### src/rtl/stopwatch_pkg.sv
// stopwatch_pkg: state encoding, BCD digit limits and disp_bcd field layout
// shared by the stopwatch counting core and its digit counters.
package stopwatch_pkg;

    typedef enum logic [1:0] {
        IDLE  = 2'd0,
        RUN   = 2'd1,
        PAUSE = 2'd2,
        OVF   = 2'd3
    } sw_state_e;

    localparam logic [3:0] TENTHS_MAX    = 4'd9;
    localparam logic [3:0] SEC_UNITS_MAX = 4'd9;
    localparam logic [3:0] SEC_TENS_MAX  = 4'd5;

    localparam int TENTHS_LSB    = 0;
    localparam int SEC_UNITS_LSB = 4;
    localparam int SEC_TENS_LSB  = 8;
    localparam int MINUTES_LSB   = 12;

endpackage

### src/rtl/stopwatch_core_bcd_digit_cnt.sv
// bcd_digit_cnt: one BCD digit counting 0..MAX with synchronous clear;
// carry fires on the increment that wraps the digit back to zero.
module bcd_digit_cnt
    import stopwatch_pkg::*;
#(
    parameter logic [3:0] MAX = TENTHS_MAX
) (
    input  logic       clk,
    input  logic       rst_n,
    input  logic       clr,
    input  logic       inc,
    output logic [3:0] digit,
    output logic       carry
);

    logic [3:0] digit_q, digit_d;

    always_comb begin
        digit_d = digit_q;
        if (clr) begin
            digit_d = 4'd0;
        end else if (inc) begin
            digit_d = (digit_q == MAX) ? 4'd0 : digit_q + 4'd1;
        end
    end

    always_ff @(posedge clk or negedge rst_n) begin
        if (!rst_n) begin
            digit_q <= 4'd0;
        end else begin
            digit_q <= digit_d;
        end
    end

    assign digit = digit_q;
    assign carry = inc & (digit_q == MAX);

endmodule

### src/rtl/stopwatch_core.sv
// stopwatch_core: synchronizes the slow tick, gates a saturating M:SS.t BCD
// count with a start/pause/clear FSM; optional lap hold via STOPWATCH_LAP_EN.
module stopwatch_core
    import stopwatch_pkg::*;
#(
    parameter int SYNC_STAGES = 2,
    parameter int MAX_MINUTES = 9
) (
    input  logic        clk,
    input  logic        rst_n,
    input  logic        tick_in,
    input  logic        btn_start_stop,
    input  logic        btn_clear,
    input  logic        btn_lap,
    output logic [15:0] disp_bcd,
    output logic        running,
    output logic        lap_active,
    output logic        overflow
);

    // Extra stage beyond the synchronizer gives the edge detector its history bit.
    logic [SYNC_STAGES:0] sync_q, sync_d;
    logic                 tick_pulse_q, tick_pulse_d;

    always_comb begin
        sync_d       = {sync_q[SYNC_STAGES-1:0], tick_in};
        tick_pulse_d = sync_q[SYNC_STAGES-1] & ~sync_q[SYNC_STAGES];
    end

    always_ff @(posedge clk or negedge rst_n) begin
        if (!rst_n) begin
            sync_q       <= '0;
            tick_pulse_q <= 1'b0;
        end else begin
            sync_q       <= sync_d;
            tick_pulse_q <= tick_pulse_d;
        end
    end

    sw_state_e   state_q, state_d;
    logic        running_q, running_d;
    logic        overflow_q, overflow_d;
    logic        count_clr, count_en, count_inc, at_max, enter_ovf;
    logic [3:0]  tenths, sec_units, sec_tens, minutes;
    logic        c_tenths, c_units, c_tens, min_carry_unused;
    logic [15:0] live_count;

    assign count_en  = (state_q == RUN) & tick_pulse_q;
    assign at_max    = (minutes == 4'(MAX_MINUTES)) && (sec_tens == SEC_TENS_MAX) &&
                       (sec_units == SEC_UNITS_MAX) && (tenths == TENTHS_MAX);
    assign count_inc = count_en & ~at_max;

    bcd_digit_cnt #(.MAX(TENTHS_MAX)) u_tenths (
        .clk(clk), .rst_n(rst_n), .clr(count_clr), .inc(count_inc),
        .digit(tenths), .carry(c_tenths));
    bcd_digit_cnt #(.MAX(SEC_UNITS_MAX)) u_sec_units (
        .clk(clk), .rst_n(rst_n), .clr(count_clr), .inc(c_tenths),
        .digit(sec_units), .carry(c_units));
    bcd_digit_cnt #(.MAX(SEC_TENS_MAX)) u_sec_tens (
        .clk(clk), .rst_n(rst_n), .clr(count_clr), .inc(c_units),
        .digit(sec_tens), .carry(c_tens));
    bcd_digit_cnt #(.MAX(4'(MAX_MINUTES))) u_minutes (
        .clk(clk), .rst_n(rst_n), .clr(count_clr), .inc(c_tens),
        .digit(minutes), .carry(min_carry_unused));

    always_comb begin
        live_count = '0;
        live_count[MINUTES_LSB   +: 4] = minutes;
        live_count[SEC_TENS_LSB  +: 4] = sec_tens;
        live_count[SEC_UNITS_LSB +: 4] = sec_units;
        live_count[TENTHS_LSB    +: 4] = tenths;
    end

    // A tick at full scale is consumed by the overflow transition, so it wins over start_stop.
    always_comb begin
        state_d   = state_q;
        count_clr = 1'b0;
        unique case (state_q)
            IDLE: begin
                if (btn_clear)           count_clr = 1'b1;
                else if (btn_start_stop) state_d   = RUN;
            end
            RUN: begin
                if (count_en && at_max)  state_d = OVF;
                else if (btn_start_stop) state_d = PAUSE;
            end
            PAUSE: begin
                if (btn_clear) begin
                    state_d   = IDLE;
                    count_clr = 1'b1;
                end else if (btn_start_stop) begin
                    state_d = RUN;
                end
            end
            OVF: begin
                if (btn_clear) begin
                    state_d   = IDLE;
                    count_clr = 1'b1;
                end
            end
            default: state_d = IDLE;
        endcase
        enter_ovf  = (state_q == RUN) && (state_d == OVF);
        running_d  = (state_d == RUN);
        overflow_d = (state_d == OVF);
    end

    always_ff @(posedge clk or negedge rst_n) begin
        if (!rst_n) begin
            state_q    <= IDLE;
            running_q  <= 1'b0;
            overflow_q <= 1'b0;
        end else begin
            state_q    <= state_d;
            running_q  <= running_d;
            overflow_q <= overflow_d;
        end
    end

    assign running  = running_q;
    assign overflow = overflow_q;

    logic [15:0] disp_q, disp_d;

`ifdef STOPWATCH_LAP_EN
    logic        lap_active_q, lap_active_d;
    logic [15:0] lap_q, lap_d;

    always_comb begin
        lap_active_d = lap_active_q;
        lap_d        = lap_q;
        if (enter_ovf || count_clr) begin
            lap_active_d = 1'b0;
        end else if (btn_lap) begin
            if (state_q == RUN) begin
                lap_active_d = ~lap_active_q;
                if (!lap_active_q) lap_d = live_count;
            end else begin
                lap_active_d = 1'b0;
            end
        end
    end

    always_ff @(posedge clk or negedge rst_n) begin
        if (!rst_n) begin
            lap_active_q <= 1'b0;
            lap_q        <= '0;
        end else begin
            lap_active_q <= lap_active_d;
            lap_q        <= lap_d;
        end
    end

    assign disp_d     = lap_active_q ? lap_q : live_count;
    assign lap_active = lap_active_q;
`else
    logic lap_unused;
    assign lap_unused = btn_lap ^ enter_ovf;
    assign disp_d     = live_count;
    assign lap_active = 1'b0;
`endif

    always_ff @(posedge clk or negedge rst_n) begin
        if (!rst_n) begin
            disp_q <= '0;
        end else begin
            disp_q <= disp_d;
        end
    end

    assign disp_bcd = disp_q;

endmodule

### config.mk
export PLATFORM = sky130hd
export DESIGN_NAME = stopwatch_core
export DESIGN_NICKNAME = d
export VERILOG_FILES = /design/src/rtl/stopwatch_pkg.sv /design/src/rtl/stopwatch_core_bcd_digit_cnt.sv /design/src/rtl/stopwatch_core.sv
export SDC_FILE = /design/constraint.sdc
export NUM_CORES = 1
export LEC_CHECK = 0
export BUFFER_PORTS_ARGS = -buffer_cell sky130_fd_sc_hd__clkbuf_2
export CAP_MARGIN = 40
export CORE_UTILIZATION = 55
export DETAILED_ROUTE_END_ITERATION = 12
export GPL_TIMING_DRIVEN = 0
export HOLD_SLACK_MARGIN = 0.15
export PLACE_DENSITY = 0.86
export SYNTH_ARGS = -nofsm -noshare
export SYNTH_HDL_FRONTEND = slang
export SYNTH_HIERARCHICAL = 1
export SYNTH_SLANG_ARGS = --single-unit
### constraint.sdc
create_clock -name clk -period 3.8 [get_ports clk]
set_clock_uncertainty 0.15 [all_clocks]
set_input_delay 0.57 -clock clk [delete_from_list [all_inputs] [get_ports clk]]
set_output_delay 0.57 -clock clk [all_outputs]
set_load 0.02 [all_outputs]
==> flow_summary.json, run 1 <==
{
  "status": "finished, final reports clean",
  "grt.total_usage_pct": 20.8,
  "slew_headroom_pct": 55.7,
  "cts_buffers": 5,
  "p_per_area_mw_per_mm2": 357,
  "slew_viol_final": 0,
  "clk-insertion-delay-late_ns": 0.35,
  "rows": 20,
  "nNetsFinal": 197,
  "start_kind": "register",
  "diodes": 0,
  "cp_cell_sequence": "and4bb_1, and4_2, nor2_1, inv_1, nor2_1, inv_1, nor2_1, and4_2, nand2_2, a211o_1, a21oi_2",
  "swShare_pct": 25.4,
  "die_w_um": 58.2,
  "die_h_um": 58.2,
  "final_area_mm2": 0.00200,
  "start_util_pct": 57.4,
  "crit_top_cell": "nor2_1",
  "drive_gt1_share_pct": 24.6,
  "post_cts_resized": 0,
  "p_leak_nw": 0.940,
  "grt-ovfl-total": 0,
  "net-switching-power_mw": 0.181,
  "htreeDepth": 2,
  "drv_cap": 0,
  "seqPwrFrac_pct": 63.1,
  "period_share_pct": 87.8,
  "post_cts_buffers": 0,
  "io-pin-count": 25,
  "tritoncts": "built",
  "rrSetupSlack_ns": 0.46,
  "hpwl_mm": 2.13,
  "hold_buffers": 1,
  "cp_max_fo": 8,
  "crit_type": "reg -> reg",
  "period_minus_slack_ns": 3.34,
  "cts_sinks": 40,
  "cp_slowest_cell": "dfrtp_1",
  "worstMarginPinSlew_ns": 0.662,
  "routed_via_density": 5.42,
  "hold_viol_final": 0,
  "clock_tree.root_cell": "clkbuf_4",
  "route.vias.total": 1231,
  "cp.arrival_ns": 3.47,
  "antenna_found_initial": 0,
  "cp.required_ns": 3.93,
  "netlist_area_mm2": 0.00174,
  "power.internal_mw": 0.531,
  "grt_setup_unrepaired": "false",
  "grt_pass1_wl_mm": 5.06,
  "whs_ns": 0.223,
  "syn2layout_area_growth_pct": 14.9,
  "synthCells": 150,
  "final_antenna_net_count": 0,
  "drtIter0Drc": 128,
  "firstDrtPassIters": 4,
  "fin_tns_setup_ns": 0,
  "grt_max_degree": 30,
  "dpl_cell_area_mm2": 0.00193,
  "synth_area_per_cell_um2": 11.6,
  "core_mm2": 0.00303,
  "syn_nets": 164,
  "routed_wl_mm": 3.02,
  "cp-end-kind": "register",
  "min_path_type": "reg -> reg",
  "cts.clk_slew.worst_paths_ns": 0.10,
  "cts_buffer_depth": 2,
  "dieArea_mm2": 0.00339,
  "routabilityCongestion": 0.848,
  "wl_per_cell_um": 13.3,
  "p_clk_share_pct": 27.4,
  "total_power_mw": 0.712,
  "yosysWarnings": 6,
  "ir_worst_vdd_mv": 0.182,
  "setup_viol": 0,
  "cp_slowest_stage_delay_ns": 0.46,
  "port_buffers": 22,
  "fmax_ghz": 0.300,
  "p_comb_share_pct": 9.5,
  "grt_pass1_vias": 1144,
  "route.detailed.drc": 0
}
[power groups by stage]
stage                     clock (mW)  combinational, mW  sequential, mW
final                          0.195             0.0676           0.449
after global routing           0.221             0.0757           0.451
after CTS                      0.201             0.0678           0.449
after detailed placement           0             0.0670           0.458
after global placement             0             0.0589           0.456
after floorplan                    0             0.0328           0.460
[registers in the layout (all words and copies together), names as in the netlist]
signal,flops
disp_bcd,16
overflow,1
running,1
state_q,2
sync_q,3
tick_pulse_q,1
u_minutes/digit,4
u_sec_tens/digit,4
u_sec_units/digit,4
u_tenths/digit,4
[worst paths after layout]
kind                                              to                 start  cells past startpoint
min in group asynchronous                disp_bcd[3]                 rst_n                      2
max in group asynchronous       u_sec_units/digit[0]                 rst_n                      3
worst min-delay path                       sync_q[1]             sync_q[0]                      0
worst min register to register             sync_q[1]             sync_q[0]                      0
worst max register to register    u_minutes/digit[2]  u_sec_units/digit[0]                     11
worst max-delay path              u_minutes/digit[2]  u_sec_units/digit[0]                     11
[worst max-delay path, delay by kind of cell (launching register included)]
family | cells | cell delay (ns)
flip-flops | 1 | 0.46
AND/OR/NAND/NOR | 7 | 2.04
buffers and inverters | 2 | 0.25
AO/OA/AOI/OAI | 2 | 0.39
[area by class of cell]
| class | count | area, µm² |
|---|---|---|
| multi-input combinational | 100 | 696 |
| tap | 44 | 55.1 |
| inverter | 9 | 33.8 |
| fill | 234 | 1030 |
| buffer | 1 | 7.51 |
| clock buffer | 6 | 41.3 |
| sequential | 40 | 1000 |
| timing repair buffer | 26 | 158 |
| clock inverter | 1 | 5.00 |
[placed cells by master (no fill, tap or decap)]
cell / count
o22ai_1: 2
and4bb_2: 1
or3_1: 1
clkbuf_4: 5
nand3_1: 1
a21boi_0: 3
and4b_2: 3
and2_1: 1
and4_2: 2
ha_1: 8
nand2_1: 16
a2bb2oi_1: 1
clkbuf_2: 22
buf_12: 1
nand3b_1: 11
clkbuf_1: 1
and3b_1: 1
a32o_1: 1
a21o_1: 1
a21oi_1: 12
nor2b_1: 1
nand2b_1: 2
nand2_2: 3
nand4_1: 2
conb_1: 1
clkinv_2: 1
o31ai_1: 1
a311oi_1: 2
nor2_1: 6
a21oi_2: 4
nor2b_2: 1
a211o_1: 3
buf_4: 2
inv_1: 9
and4bb_1: 3
dfrtp_1: 40
o21ai_0: 6
dlygate4sd3_1: 2
[per-layer routing]
layer	share of wire [%]	track usage [%]
met1	45	25.2
met5	0	0
met2	48	31.7
met3	4.7	9.15
met4	1.7	10.2
[stage by stage]
stage | setup WS [ns] | cells | util, %
2_1_floorplan | 0.956 | 150 | -
3_3_place_gp | 0.541 | 216 | 62.9
3_5_place_dp | 0.493 | 218 | 63.8
4_1_cts | 0.467 | 226 | 65.6
5_1_grt | 0.196 | 227 | 66.0
6_report | 0.463 | 227 | 66.0
(Power assumes the default switching activity.)
==> run 2, diff against run 1 <==
--- a/config.mk
+++ b/config.mk
@@ -7,11 +7,11 @@
 export LEC_CHECK = 0
 export BUFFER_PORTS_ARGS = -buffer_cell sky130_fd_sc_hd__clkbuf_2
 export CAP_MARGIN = 40
-export CORE_UTILIZATION = 55
+export CORE_UTILIZATION = 60
 export DETAILED_ROUTE_END_ITERATION = 12
 export GPL_TIMING_DRIVEN = 0
 export HOLD_SLACK_MARGIN = 0.15
-export PLACE_DENSITY = 0.86
+export PLACE_DENSITY = 0.92
 export SYNTH_ARGS = -nofsm -noshare
 export SYNTH_HDL_FRONTEND = slang
 export SYNTH_HIERARCHICAL = 1
==> constraint.sdc (replaced) <==
create_clock -name clk -period 4.1 [get_ports clk]
set_clock_uncertainty 0.15 [all_clocks]
set_input_delay 0.615 -clock clk [delete_from_list [all_inputs] [get_ports clk]]
set_output_delay 0.615 -clock clk [all_outputs]
set_load 0.02 [all_outputs]
==> flow_summary.json, run 2 (synthesized netlist as in run 1, its figures left out) <==
{
  "status": "finished, final reports clean",
  "cp-end-kind": "register",
  "final_antenna_net_count": 0,
  "placedCellCount": 205,
  "cp.arrival_ns": 3.59,
  "crit_type": "reg -> reg",
  "route.vias.total": 1256,
  "cts_sinks": 40,
  "final_common_cell": "dfrtp_1",
  "routed_wl_mm": 3.16,
  "grt_setup_unrepaired": "false",
  "ir_worst_vdd_mv": 0.278,
  "start_kind": "register",
  "drive_gt1_share_pct": 25.7,
  "pre_cts_ws_ns": 0.688,
  "antenna_found_initial": 0,
  "grt_pass1_vias": 1208,
  "rrSetupSlack_ns": 0.64,
  "clock_tree.root_cell": "clkbuf_4",
  "whs_ns": 0.219,
  "htreeDepth": 2,
  "period_share_pct": 84.4,
  "syn2layout_area_growth_pct": 14.6,
  "total_power_mw": 0.675,
  "clk-insertion-delay-late_ns": 0.34,
  "startpoint": "u_sec_units/digit[0]",
  "firstDrtPassIters": 4,
  "routed_via_density": 5.87,
  "period_minus_slack_ns": 3.46,
  "die_h_um": 55.8,
  "min_path_type": "in -> reg",
  "io-pin-count": 25,
  "dieArea_mm2": 0.00312,
  "grt.total_usage_pct": 22.7,
  "final_cells": 214,
  "post_cts_resized": 0,
  "slew_headroom_pct": 56.8,
  "wl_per_cell_um": 14.8,
  "tritoncts": "built",
  "core_mm2": 0.00276,
  "layout_common_cells": "dfrtp_1, clkbuf_2, nand2_1",
  "diodes": 0,
  "port_buffers": 22,
  "slew_viol_final": 0,
  "largest_reg_flops": 16,
  "routabilityCongestion": 0.733,
  "cts.clk_slew.worst_paths_ns": 0.12,
  "grt_pass1_wl_mm": 5.44,
  "worstMarginPinSlew_ns": 0.645,
  "rr_worst_depth": 11,
  "start_util_pct": 63.0,
  "nNetsFinal": 196,
  "rr_endpoint": "u_minutes/digit[2]",
  "route.detailed.drc": 0,
  "rows": 19,
  "cts_buffer_depth": 2,
  "fin_tns_setup_ns": 0,
  "cp_max_fo": 8,
  "grt-ovfl-total": 0,
  "worst_slack_ns": 0.641,
  "p_per_area_mw_per_mm2": 339,
  "drtIter0Drc": 32,
  "fmax_ghz": 0.289,
  "hold_viol_final": 0,
  "post_cts_buffers": 0,
  "cp.required_ns": 4.23,
  "p_leak_nw": 0.948,
  "reg2reg_from": "u_sec_units/digit[0]",
  "die_w_um": 55.8,
  "crit_end": "u_minutes/digit[2]",
  "cts_buffers": 5,
  "postLayoutCoreUtil_pct": 72.2,
  "hpwl_mm": 2.26,
  "drv_cap": 0,
  "final_area_mm2": 0.00199,
  "grt_max_degree": 25,
  "setup_viol": 0,
  "dpl_cell_area_mm2": 0.00193
}
## run 2: changes by cell type in the layout (fill, tap and decap cells not counted), sizes merged
cell	previous run	this run
clkbuf	28	27
clkinv	1	3
dlygate4sd3	2	1
## run 2: final cells by class
cell class	count	area, µm²
Inverter	9	33.8
Tap cell	31	38.8
Buffer	1	7.51
Clock inverter	3	18.8
Timing Repair Buffer	25	159
Multi-Input combinational cell	100	696
Clock buffer	5	37.5
Fill cell	196	766
Sequential cell	40	1000
## run 2: how the worst min path moves through the flow
stage	from	endpoint	cells after the start
final	tick_in	sync_q[0]	1
after global routing	tick_in	sync_q[0]	1
after floorplan	rst_n	disp_bcd[0]	0
after detailed placement	sync_q[0]	sync_q[1]	0
after CTS	tick_in	sync_q[0]	1
after global placement	sync_q[0]	sync_q[1]	0
## run 2: worst max-delay path, stage by stage (launching register included)
cell	delay [ns]
dfrtp_1	0.48
and4bb_1	0.27
and4_2	0.26
nor2_1	0.35
inv_1	0.15
nor2_1	0.36
inv_1	0.15
nor2_1	0.41
and4_2	0.37
nand2_2	0.07
a211o_1	0.28
a21oi_2	0.11
## run 2: per-layer routing
| layer | vias up | track usage, % | part of all wire [%] |
|---|---|---|---|
| met5 | - | 0 | 0 |
| met4 | 0 | 13.2 | 2.9 |
| met3 | 10 | 4.65 | 4.7 |
| met2 | 44 | 35.5 | 50 |
| met1 | 596 | 29.5 | 42 |
| li1 | 606 | - | - |
## run 2: repair_timing
action	4_1_cts	5_1_grt
endpoints found under the hold margin	16	0
hold buffers	1	0
endpoints found under the setup margin	0	0
## run 2: report_power, final
| part | leakage (nW) | internal, mW | switching, mW |
|---|---|---|---|
| Clock | 0.0349 | 0.0659 | 0.127 |
| Combinational | 0.367 | 0.0242 | 0.0405 |
| Sequential | 0.546 | 0.406 | 0.0107 |
